## config.mk

```make
export PLATFORM = sky130hd
export DESIGN_NAME = sum_tx_serializer
export DESIGN_NICKNAME = d
export VERILOG_FILES = /design/src/rtl/filter_pkg.sv /design/src/rtl/sum_tx_shifter.sv /design/src/rtl/sum_tx_serializer.sv
export SDC_FILE = /design/constraint.sdc
export NUM_CORES = 1
export LEC_CHECK = 0
export CAP_MARGIN = 20
export CORE_MARGIN = 4
export CORE_UTILIZATION = 46
export DETAILED_ROUTE_END_ITERATION = 6
export GPL_TIMING_DRIVEN = 0
export HOLD_SLACK_MARGIN = 0.15
export PLACE_DENSITY = 0.82
export REMOVE_ABC_BUFFERS = 1
export SLEW_MARGIN = 40
export SYNTH_ARGS = -nofsm -noshare
export SYNTH_HDL_FRONTEND = slang
export SYNTH_HIERARCHICAL = 1
export SYNTH_SLANG_ARGS = --single-unit
export TNS_END_PERCENT = 10
```

## constraint.sdc

```tcl
create_clock -name clk -period 1.7 [get_ports clk]
set_clock_uncertainty 0.05 [all_clocks]
set_input_delay 0.425 -clock clk [delete_from_list [all_inputs] [get_ports clk]]
set_output_delay 0.425 -clock clk [all_outputs]
set_load 0.02 [all_outputs]
```

## src/rtl/filter_pkg.sv

```systemverilog
// Shared widths and drain-FSM state type for the sum RAM, controller and sum_tx_serializer.
// Latency: n/a (declarations only).
// Backpressure: n/a.
// Optional feature macro: SUM_TX_CHECKSUM_EN adds the CKSUM state to the enum.
package filter_pkg;

  localparam int SUM_W      = 40;
  localparam int SUM_BYTES  = SUM_W / 8;
  localparam int SUM_DEPTH  = 768;
  localparam int SUM_ADDR_W = 10;
  localparam int SUM_RD_LAT = 2;

  typedef enum logic [2:0] {
    ST_IDLE,
    ST_READ,
    ST_WAIT,
    ST_SEND,
    ST_ACK,
`ifdef SUM_TX_CHECKSUM_EN
    ST_CKSUM,
`endif
    ST_FIN
  } tx_state_e;

endpackage

```

## src/rtl/sum_tx_shifter.sv

```systemverilog
// Word shift register: loads one sum word, presents its top byte, shifts left by 8 per byte sent.
// Latency: load/shift take effect on the next clock; o_byte/o_empty are direct register decodes.
// Backpressure: none internally; the parent only pulses i_shift when the transmitter takes a byte.
// Ports: i_load/i_data load a word and clear the byte count; i_shift advances one byte;
//        o_byte is the current MSB byte; o_empty is high once all BYTES bytes have been shifted.
module sum_tx_shifter #(
  parameter int DATA_W = 40,
  parameter int BYTES  = 5
) (
  input  logic              clk,
  input  logic              reset,
  input  logic              i_load,
  input  logic [DATA_W-1:0] i_data,
  input  logic              i_shift,
  output logic [7:0]        o_byte,
  output logic              o_empty
);

  localparam int CNT_W = $clog2(BYTES + 1);

  logic [DATA_W-1:0] r_sh;
  logic [CNT_W-1:0]  r_cnt;

  always_ff @(posedge clk) begin
    if (reset) begin
      r_sh  <= '0;
      r_cnt <= '0;
    end else if (i_load) begin
      r_sh  <= i_data;
      r_cnt <= '0;
    end else if (i_shift) begin
      r_sh  <= {r_sh[DATA_W-9:0], 8'h00};
      r_cnt <= r_cnt + CNT_W'(1);
    end
  end

  assign o_byte  = r_sh[DATA_W-1 -: 8];
  assign o_empty = (r_cnt == CNT_W'(BYTES));

endmodule

```

## src/rtl/sum_tx_serializer.sv

```systemverilog
// Drains DEPTH sum words from the sum RAM and streams each MSB-first as BYTES bytes to the UART.
// Latency: start -> rd_en 1 cycle; rd_en -> word captured RD_LAT cycles; byte strobe 1 cycle after tx_rdy.
// Backpressure: each byte waits for tx_rdy=1, then for tx_rdy=0 as the acceptance; nothing is dropped.
// Ports: clk/reset (sync, active-high); start pulse; rd_addr/rd_en/rd_data to the sum RAM;
//        tx_data/tx_en/tx_rdy to the UART; busy spans the frame, done pulses once at the end.
// Optional feature macro: SUM_TX_CHECKSUM_EN appends an XOR-of-all-bytes trailer byte to the frame.
module sum_tx_serializer
  import filter_pkg::*;
#(
  parameter int DATA_W = SUM_W,
  parameter int BYTES  = SUM_BYTES,
  parameter int ADDR_W = SUM_ADDR_W,
  parameter int DEPTH  = SUM_DEPTH,
  parameter int RD_LAT = SUM_RD_LAT
) (
  input  logic              clk,
  input  logic              reset,
  input  logic              start,
  output logic [ADDR_W-1:0] rd_addr,
  output logic              rd_en,
  input  logic [DATA_W-1:0] rd_data,
  output logic [7:0]        tx_data,
  output logic              tx_en,
  input  logic              tx_rdy,
  output logic              busy,
  output logic              done
);

  tx_state_e         r_state;
  tx_state_e         w_next;
  logic [ADDR_W-1:0] r_word;
  logic [1:0]        r_lat;
  logic [7:0]        r_tx_data;
  logic              r_tx_en;
  logic              w_load;
  logic              w_shift;
  logic [7:0]        w_byte;
  logic              w_empty;
`ifdef SUM_TX_CHECKSUM_EN
  logic [7:0]        r_xor;
  logic              r_ck_sent;
`endif

  sum_tx_shifter #(.DATA_W(DATA_W), .BYTES(BYTES)) u_shifter (
    .clk     (clk),
    .reset   (reset),
    .i_load  (w_load),
    .i_data  (rd_data),
    .i_shift (w_shift),
    .o_byte  (w_byte),
    .o_empty (w_empty)
  );

  always_comb begin
    w_next  = r_state;
    w_load  = 1'b0;
    w_shift = 1'b0;
    case (r_state)
      ST_IDLE: if (start) w_next = ST_READ;
      ST_READ: w_next = ST_WAIT;
      // r_lat counts cycles since rd_en; the word is on rd_data when it reaches RD_LAT.
      ST_WAIT: if (r_lat == 2'(RD_LAT)) begin
        w_load = 1'b1;
        w_next = ST_SEND;
      end
      ST_SEND: if (tx_rdy) begin
        w_shift = 1'b1;
        w_next  = ST_ACK;
      end
      // tx_rdy falling is the transmitter's acknowledgement of the strobed byte.
      ST_ACK: if (!tx_rdy) begin
`ifdef SUM_TX_CHECKSUM_EN
        if (r_ck_sent)
          w_next = ST_FIN;
        else if (!w_empty)
          w_next = ST_SEND;
        else if (r_word == ADDR_W'(DEPTH - 1))
          w_next = ST_CKSUM;
        else
          w_next = ST_READ;
`else
        if (!w_empty)
          w_next = ST_SEND;
        else if (r_word == ADDR_W'(DEPTH - 1))
          w_next = ST_FIN;
        else
          w_next = ST_READ;
`endif
      end
`ifdef SUM_TX_CHECKSUM_EN
      ST_CKSUM: if (tx_rdy) w_next = ST_ACK;
`endif
      ST_FIN:  w_next = ST_IDLE;
      default: w_next = ST_IDLE;
    endcase
  end

  always_ff @(posedge clk) begin
    if (reset) begin
      r_state   <= ST_IDLE;
      r_word    <= '0;
      r_lat     <= '0;
      r_tx_data <= '0;
      r_tx_en   <= 1'b0;
`ifdef SUM_TX_CHECKSUM_EN
      r_xor     <= '0;
      r_ck_sent <= 1'b0;
`endif
    end else begin
      r_state <= w_next;
      r_tx_en <= 1'b0;
      case (r_state)
        ST_IDLE: if (start) begin
          r_word <= '0;
`ifdef SUM_TX_CHECKSUM_EN
          r_xor     <= '0;
          r_ck_sent <= 1'b0;
`endif
        end
        ST_READ: r_lat <= 2'd1;
        ST_WAIT: r_lat <= r_lat + 2'd1;
        ST_SEND: if (tx_rdy) begin
          r_tx_data <= w_byte;
          r_tx_en   <= 1'b1;
`ifdef SUM_TX_CHECKSUM_EN
          r_xor     <= r_xor ^ w_byte;
`endif
        end
        ST_ACK: if (w_next == ST_READ) r_word <= r_word + ADDR_W'(1);
`ifdef SUM_TX_CHECKSUM_EN
        ST_CKSUM: if (tx_rdy) begin
          r_tx_data <= r_xor;
          r_tx_en   <= 1'b1;
          r_ck_sent <= 1'b1;
        end
`endif
        default: ;
      endcase
    end
  end

  assign rd_addr = r_word;
  assign rd_en   = (r_state == ST_READ);
  assign tx_data = r_tx_data;
  assign tx_en   = r_tx_en;
  assign busy    = (r_state != ST_IDLE) && (r_state != ST_FIN);
  assign done    = (r_state == ST_FIN);

endmodule

```

* Yosys cells after proc, flatten, opt, wreduce, memory -nomap -nowiden
Index checks and enable logic that the tools add are counted.
Storage, ports and cells: register bits after elaboration 67, ROM bits 0, input port bits 44, output and inout port bits 22, bits in latches 0, memories 0, word-level logic and storage cells 48, memory bits (writable) 0
Operators by class: divide/modulo/power cells 0, add/subtract/negate cells 3, order comparisons 0, equal/unequal tests 12, mux-type cells 17, bitwise gates (word level) 0, reduce and logical (&&, ||, !) cells 9, $mul 0, shift operators 0
Operator list (number):
- two-way mux 40 bit | 2
- two-way mux 10 bit | 2
- one-hot mux 10 bit (2 select lines) | 1
- two-way mux 3 bit | 6
- one-hot mux 3 bit (5 select lines) | 1
- adder 10 x 1 -> 10 bit, second input constant | 1
- == test 10 bit, second input constant | 1
- == test 3 bit, second input constant | 3
- == test 3 x 1 -> 1 bit, second input constant | 2
- == test 3 x 2 -> 1 bit, second input constant | 2
- nonzero test 2 bit | 3
- two-way mux 1 bit | 4
- != test 2 bit, second input constant | 2
- one-hot mux 2 bit (2 select lines) | 1
- adder 3 x 1 -> 3 bit, second input constant | 1
- zero test 3 bit | 1
- != test 3 bit, second input constant | 1
- AND reduction 3 bit | 1
- nonzero test 3 bit | 1
- adder 2 x 1 -> 2 bit, second input constant | 1
- == test 2 bit, second input constant | 1
- AND reduction 2 bit | 1
- OR reduction 2 bit | 1
- logical AND 1 bit | 1

* Depth between registers and ports, before layout
Gate-level depths: netlist (run 1).
depth in word-level cells 8, depth in mapped cells 8, mapped depth without buffers 7

* Modules after synthesis
Netlist (run 1), hierarchy kept.
Modules (own cells, without submodules):
- sum_tx_shifter | cells an instance 201, area each 2021.9 sq um, seq. area each 860.8 sq um, instances 1
- sum_tx_serializer | cells an instance 143, area each 1152.4 sq um, seq. area each 480.5 sq um, instances 1

* Worst setup path after synthesis (run 1)
No wires, ideal clock.
path kind reg2out, start point reg r_state[0], end point out done, stages on the path, launching flop included 3, required time 1.225 ns, arrival time 1.243 ns, setup slack -0.018 ns, buffers on the path 1, cells stage by stage dfxtp_1 > clkbuf_1 > nor3b_1
Between the ends: longest elaborated chain between the ends 1
RTL lines:
- start, declared | line sum_tx_serializer.sv:29 | tx_state_e r_state;
- start signal, assigned | line sum_tx_serializer.sv:110 | r_state <= w_next;
- == test 3 bit | line sum_tx_serializer.sv:147 | assign done = (r_state == ST_FIN);
- end, declared | line sum_tx_serializer.sv:26 | output logic done
No other way between the ends.

* Worst setup path in the final report (run 1)
start point reg r_state[1], end point reg r_word[5], in the netlist rd_addr[5]
Between the ends: longest elaborated chain between the ends 5, elaborated cells on any way between the ends 16, classes of those cells eq/ne: 7; mux: 6; reduce/logical: 3
RTL lines:
- == test 3 bit, or another cell as far along | line sum_tx_serializer.sv:58, sum_tx_serializer.sv:112
- one-hot mux 3 bit (5 select lines) | line sum_tx_serializer.sv:58 | case (r_state)
- == test 3 x 1 -> 1 bit | line sum_tx_serializer.sv:129 | ST_ACK: if (w_next == ST_READ) r_word <= r_word + ADDR_W'(1);
- != test 2 bit (no line)
- AND reduction 3 bit (no line)
- end signal, assigned | line sum_tx_serializer.sv:129
- end, declared | line sum_tx_serializer.sv:31 | logic [ADDR_W-1:0] r_word;
Parallel ways exist; a longest one is shown, timed or not. A chain may end at the register's enable or synchronous reset.

==> flow_metrics.tcl, run 1 <==
set metrics [dict create \
    vias_per_cell 5.568 \
    port_buffers 65 \
    end_kind "register" \
    ys_seq_area_share_pct 42.25 \
    synthCells 344 \
    cts_tree "done" \
    outcome "complete, but fails checks" \
    setup_viol 3 \
    cts_sinks 67 \
    die_x_um 91.07 \
    synth_area_um2 3174 \
    worst-setup-path-type "register to register" \
    hold_violations 0 \
    antenna_cells 0 \
    place_congestion 0.8011 \
    reg2regPathDepth 5 \
    final_antenna_net_count 0 \
    ctsHoldBuffers 0 \
    final_layout_size_suffix_gt1_share_pct 17.35 \
    yosysMostFrequentCell "dfxtp_1" \
    path_cells "nor4b_4 -> buf_4 -> nand4_1 -> or3_1 -> a21oi_2" \
    cts_buffers 9 \
    synthDominantCellAreaShare_pct 42.25 \
    slew-limit-headroom_pct 70.68 \
    grt_pass1_wl_mm 13.19 \
    hold_class "primary input to register" \
    synthTopCellsByArea "dfxtp_1 (42%), mux2i_1 (11%), a211oi_1 (8.0%), nor2b_1 (6.7%), a21oi_1 (4.3%)" \
    synth_common_cells "dfxtp_1 (67), a211oi_1 (34), mux2i_1 (34), nor2b_1 (34), nand2_1 (30)" \
    ys_warn_count 6 \
    period_share_pct 104.5 \
    slowest_delay_ns 0.42 \
    synth-edff-count 0 \
    synth-async-reset-ratio_pct 0 \
    num-fill-cells 587 \
    grt_pass1_vias 2789 \
    pre_cts_slack_ns -1.283 \
    clock_path_buffers 2 \
    grt_max_degree 51 \
    synth_seq_cells 67 \
    cap_violations 0 \
    max_freq_ghz 0.5631 \
    fin_nets 458 \
    grt_overflow 0 \
    drc_errors 0 \
    arrival_ns 2.00 \
    syn2layout_area_growth_pct 32.72 \
    yosysUniqueCellTypes 42 \
    htree_levels 3 \
    core_um2 6756 \
    powerDensity_nw_per_um2 713.4 \
    clk_pin_slew_ns 0.08 \
    worstMarginPinSlew_ns 0.4337 \
    required_ns 1.92 \
    maxSlewViolCount 0 \
    grt_usage_pct 19.45 \
    dieArea_um2 8294 \
    vias 2756 \
    postRouteWirelength_mm 8.275 \
    clock_latency_ns 0.34 \
    num_io_pins 66 \
    placementRows 30 \
    worst_setup_path_start_kind "register" \
    finalCriticalPeriod_ns 1.776 \
    antenna_found_initial 0 \
    post-dp-hpwl_mm 4.490 \
    initial_core_util_pct 46.98 \
    min_delay_path_depth 2 \
    leakagePower_nw 1.456 \
    ys.flop_type "dfxtp_1" \
    fin_ws_ns -0.07588 \
    cp_slowest_cell "or3_1" \
    vdd_drop_max_mv 0.4702 \
    cp_max_fo 6 \
    failed_checks "setup timing" \
    rsz0062_at_grt "true" \
    first_iter_violations 144 \
    cts_root_buffer "clkbuf_8" \
    syn_area_per_cell_um2 9.228 \
    drtPass1Iterations 4 \
    finalHoldWorstSlack_ns 0.3035 \
    yosysTopAreaCell "dfxtp_1" \
    die_y_um 91.07 \
    routedWlPerCell_um 16.72 \
]
## state kept, by name (all words and copies together) (netlist names)
signal	flops
r_lat	2
r_state	3
rd_addr	10
tx_data	8
tx_en	1
u_shifter/r_cnt	3
u_shifter/r_sh	40
## area by class of cell
class                      count  area, µm²  area share (%)
multi-input combinational    237       1732           41.10
sequential                    67       1359           32.25
timing repair buffer          82      765.7           18.18
clock buffer                  10      127.6           3.029
tap                           80      100.1           2.376
inverter                      10      52.55           1.247
clock inverter                 6      42.54           1.010
timing repair inverter         3      33.78          0.8019
## routing by layer
layer  up-vias  wire length [µm]  global-route usage (%)  share of wire [%]
li1       1352                 -                       -                  -
met3        15               456                   4.640                5.5
met4         0               150                   6.533                1.8
met2        85              4127                   33.42                 50
met1      1304              3540                   23.75                 43
met5         -                 0                       0                  0
## kinds of logic (layout without fill, tap and decap cells)
family	count (synthesis)	in the layout	share of synthesized area [%]
simple gates	116	119	21.01
compound gates	77	78	16.24
flops	67	67	42.25
buf+inv	44	111	7.646
mux	34	34	10.72
fa+ha+maj	4	4	1.577
xor+xnor	2	2	0.5519
## layout by cell type, fill, tap and decap left out, types with 3 or more instances in the layout
cell and count:
and3_1 3, nor2_1 10, nor3_1 3, dfxtp_4 4, nand4_1 4, inv_1 8, nor2b_1 33, o21ai_0 6
clkbuf_8 9, a211oi_1 34, dfxtp_1 61, or3_1 6, clkdlybuf4s50_1 41, buf_4 17, clkinv_4 4, mux2i_1 34
dlygate4sd2_1 19, nand2_1 30, a21oi_1 25, or3b_1 6
## through the flow
stage               power [mW]  utilization [%]  instances  setup TNS, ns  cell area, µm²
floorplan                1.711                -        310         -58.85            2969
global placement         1.860            55.06        455        -138.53            3720
detailed placement       1.869            55.41        456         -58.47            3744
CTS                      3.008            60.19        485        -0.4445            4066
global route             3.136            62.35        495        -0.6183            4213
finish                   3.005            62.35        495        -0.1299            4213
## what timing repair did
| action | CTS | global route |
|---|---|---|
| pin swaps | 5 | 12 |
| setup buffers | 7 | 9 |
| gates cloned | 6 | 1 |
| setup endpoints to repair | 84 | 48 |
| gates resized for setup | 56 | 19 |
## path summary, 6_finish.rpt
path / start / to / slack (ns)
max: r_state[1] / rd_addr[5] / -0.08
min: reset / u_shifter/r_sh[2] / 0.30
max reg2reg: r_state[1] / rd_addr[5] / -0.08
min reg2reg: tx_data[2] / tx_data[2] / 0.41
## critical path: cells and delay by family (launching register included)
kind | cells | cell delay (ns)
compound gates | 1 | 0.12
buf+inv | 1 | 0.21
flops | 1 | 0.37
simple gates | 3 | 0.96
## where the power goes
part	leakage, nW	switching [mW]	internal (mW)
clock network	0.0822	0.610	0.529
registers	0.544	0.0166	1.58
logic	0.830	0.118	0.153
No activity file was read; power rests on OpenSTA's default activity.
==> inputs of run 2 (changes only) <==
--- a/config.mk
+++ b/config.mk
@@ -5,9 +5,11 @@
 export SDC_FILE = /design/constraint.sdc
 export NUM_CORES = 1
 export LEC_CHECK = 0
+export ABC_AREA = 1
 export CAP_MARGIN = 20
 export CORE_MARGIN = 4
-export CORE_UTILIZATION = 46
+export CORE_UTILIZATION = 47
+export CTS_CLUSTER_SIZE = 14
 export DETAILED_ROUTE_END_ITERATION = 6
 export GPL_TIMING_DRIVEN = 0
 export HOLD_SLACK_MARGIN = 0.15
==> flow_metrics.tcl, run 2 <==
set metrics [dict create \
    outcome "complete, but fails checks" \
    failed_checks "setup timing" \
    use_met2_pct 37.55 \
    power_frac_comb_pct 11.1 \
    clock_latency_ns 0.35 \
    hold_class "register to register" \
    cap_violations 0 \
    max_freq_ghz 0.5812 \
    synth_seq_cells 67 \
    period_share_pct 101.2 \
    met3_usage_pct 4.183 \
    setup_viol 5 \
    cts_buffers 9 \
    die_y_um 93.14 \
    port_buffers 65 \
    die_x_um 93.14 \
    synthDominantCellAreaShare_pct 39.37 \
    drc_errors 0 \
    synth-edff-count 0 \
    largest_reg_flops 40 \
    worstMarginPinSlew_ns 0.7998 \
    leakagePower_nw 2.210 \
    post-dp-hpwl_mm 5.221 \
    path_buf_inv 2 \
    placementRows 30 \
    antenna_found_initial 0 \
    finalCriticalPeriod_ns 1.721 \
    antenna_cells 0 \
    ys.flop_type "dfxtp_1" \
    place_congestion 0.8838 \
    syn2layout_area_growth_pct 39.96 \
    final_common_cell "nand2_1" \
    grt_pass1_vias 3243 \
    p_sw_share_pct 24.15 \
    cts_root_buffer "clkbuf_8" \
    yosysMostFrequentCell "nand2_1" \
    hold_violations 0 \
    postRouteWirelength_mm 9.571 \
    worst_setup_path_start_kind "register" \
    vias_per_cell 5.165 \
    vdd_drop_max_mv 0.4794 \
    grt_max_degree 33 \
    core_um2 6907 \
    fin_nets 627 \
    p_seq_share_pct 43.7 \
    synthCells 497 \
    clock_path_buffers 2 \
    synth_area_um2 3407 \
    initial_core_util_pct 49.33 \
    dieArea_um2 8675 \
    htree_levels 3 \
    grt_overflow 0 \
    stdcell_count 680 \
    drtPass1Iterations 6 \
    largest-register "u_shifter/r_sh" \
    total_power_mw 3.682 \
    path_cells "inv_2 -> nor3_2 -> a21oi_1 -> buf_4" \
    rsz0062_at_grt "true" \
    end_kind "primary output" \
    clk_pin_slew_ns 0.08 \
    vias 3512 \
    routedWlPerCell_um 14.08 \
    worstHoldStart "u_shifter/r_sh[0]" \
    arrival_ns 1.25 \
    layout_common_cells "nand2_1 (150), nand3_1 (64), dfxtp_1 (55), inv_1 (45), clkdlybuf4s50_1 (41)" \
    startpoint "r_state[0]" \
    intPower_mw 2.793 \
    ys_warn_count 6 \
    required_ns 1.22 \
    synth_common_cells "nand2_1 (155), nand3_1 (69), dfxtp_1 (67), inv_1 (49), nor2_1 (37)" \
    maxSlewViolCount 0 \
    fin_ws_ns -0.02053 \
    grt_pass1_wl_mm 15.17 \
    p_switching_uw 889.1 \
    slew-limit-headroom_pct 46.62 \
    cts_tree "done" \
    cts_sinks 67 \
    path_delay_family "flip-flops" \
    pwr-share-clk_pct 45.2 \
    cp_max_fo 5 \
    yosysTopAreaCell "dfxtp_1" \
    syn_area_per_cell_um2 6.855 \
    synth-async-reset-ratio_pct 0 \
    ys_seq_area_share_pct 39.37 \
    r2r-start "r_state[2]" \
    num_io_pins 66 \
    grt_busiest_layer "met2" \
    powerDensity_nw_per_um2 772.2 \
    cp_slowest_cell "dfxtp_4" \
    grt_usage_pct 21.67 \
    met1_usage_pct 25.90 \
    first_iter_violations 260 \
    slowest_delay_ns 0.41 \
    synthTopCellsByArea "dfxtp_1 (39%), nand2_1 (17%), nand3_1 (10%), inv_1 (5.4%), nor2_1 (4.1%)" \
    ctsHoldBuffers 0 \
    final_layout_size_suffix_gt1_share_pct 22.60 \
    dp_cells 631 \
    worst-setup-path-type "register to primary output" \
    final_antenna_net_count 0 \
    num-fill-cells 567 \
    yosysUniqueCellTypes 31 \
]
-- run 2: area by class of cell --
cell class / count / area, µm² / area share, %
timing repair buffer: 98 / 964.7 / 20.23
sequential: 67 / 1369 / 28.71
multi-input combinational: 346 / 1803 / 37.81
tap: 96 / 120.1 / 2.519
clock buffer: 10 / 137.6 / 2.886
inverter: 55 / 245.2 / 5.143
clock inverter: 6 / 111.4 / 2.335
timing repair inverter: 2 / 17.52 / 0.3674
-- run 2: worst reg2reg max path: cells and delay by family, from the launching register on --
kind,cells,cell delay [ns]
compound gates,1,0.14
flops,1,0.38
buf+inv,4,0.68
simple gates,3,0.40
-- run 2: path summary, 6_finish.rpt --
| path | end | slack (ns) | depth (start not counted) |
|---|---|---|---|
| max reg2reg | u_shifter/r_sh[22] | -0.01 | 8 |
| max | busy | -0.02 | 4 |
| min reg2reg | u_shifter/r_sh[0] | 0.41 | 2 |
| min | u_shifter/r_sh[0] | 0.41 | 2 |
-- run 2: layer usage --
layer,vias up,wire length [µm]
li1,1727,-
met1,1600,3769
met2,151,4820
met3,34,592
met4,0,390
met5,-,0
-- run 2: logic make-up (layout without fill, tap and decap cells) --
family,Yosys count,in the layout,synth area share [%]
flops,67,67,39.37
simple gates,294,296,39.04
compound gates,44,44,7.345
xor+xnor,2,2,0.5142
buf+inv,86,171,12.27
fa+ha+maj,4,4,1.469
-- run 2: timing repair --
item,4_1_cts,5_1_grt
buffers inserted,16,15
gates resized for setup,54,45
cloned,3,2
setup endpoints to repair,75,54
pin swaps,5,7
-- run 2: stage by stage --
step | utilization (%) | setup WS [ns] | TNS (ns) | instance area, µm² | hold slack [ns]
floorplan | - | -0.4366 | -18.44 | 3198 | 0.3851
global placement | 57.46 | -1.546 | -83.79 | 3969 | 0.3979
detailed placement | 58.62 | -0.8145 | -35.95 | 4049 | 0.4035
CTS | 65.38 | -0.006037 | -0.006037 | 4516 | 0.3995
global route | 69.04 | -0.1129 | -2.041 | 4768 | 0.4195
finish | 69.04 | -0.02053 | -0.05835 | 4768 | 0.4118
-- run 2: power by group through the flow --
| stage | clock network [mW] | registers [mW] | logic, mW |
|---|---|---|---|
| 2_1_floorplan | 0 | 1.64 | 0.140 |
| 6_report | 1.66 | 1.61 | 0.407 |
| 3_5_place_dp | 0 | 1.64 | 0.335 |
| 4_1_cts | 1.67 | 1.60 | 0.347 |
| 3_3_place_gp | 0 | 1.64 | 0.315 |
| 5_1_grt | 1.74 | 1.61 | 0.433 |
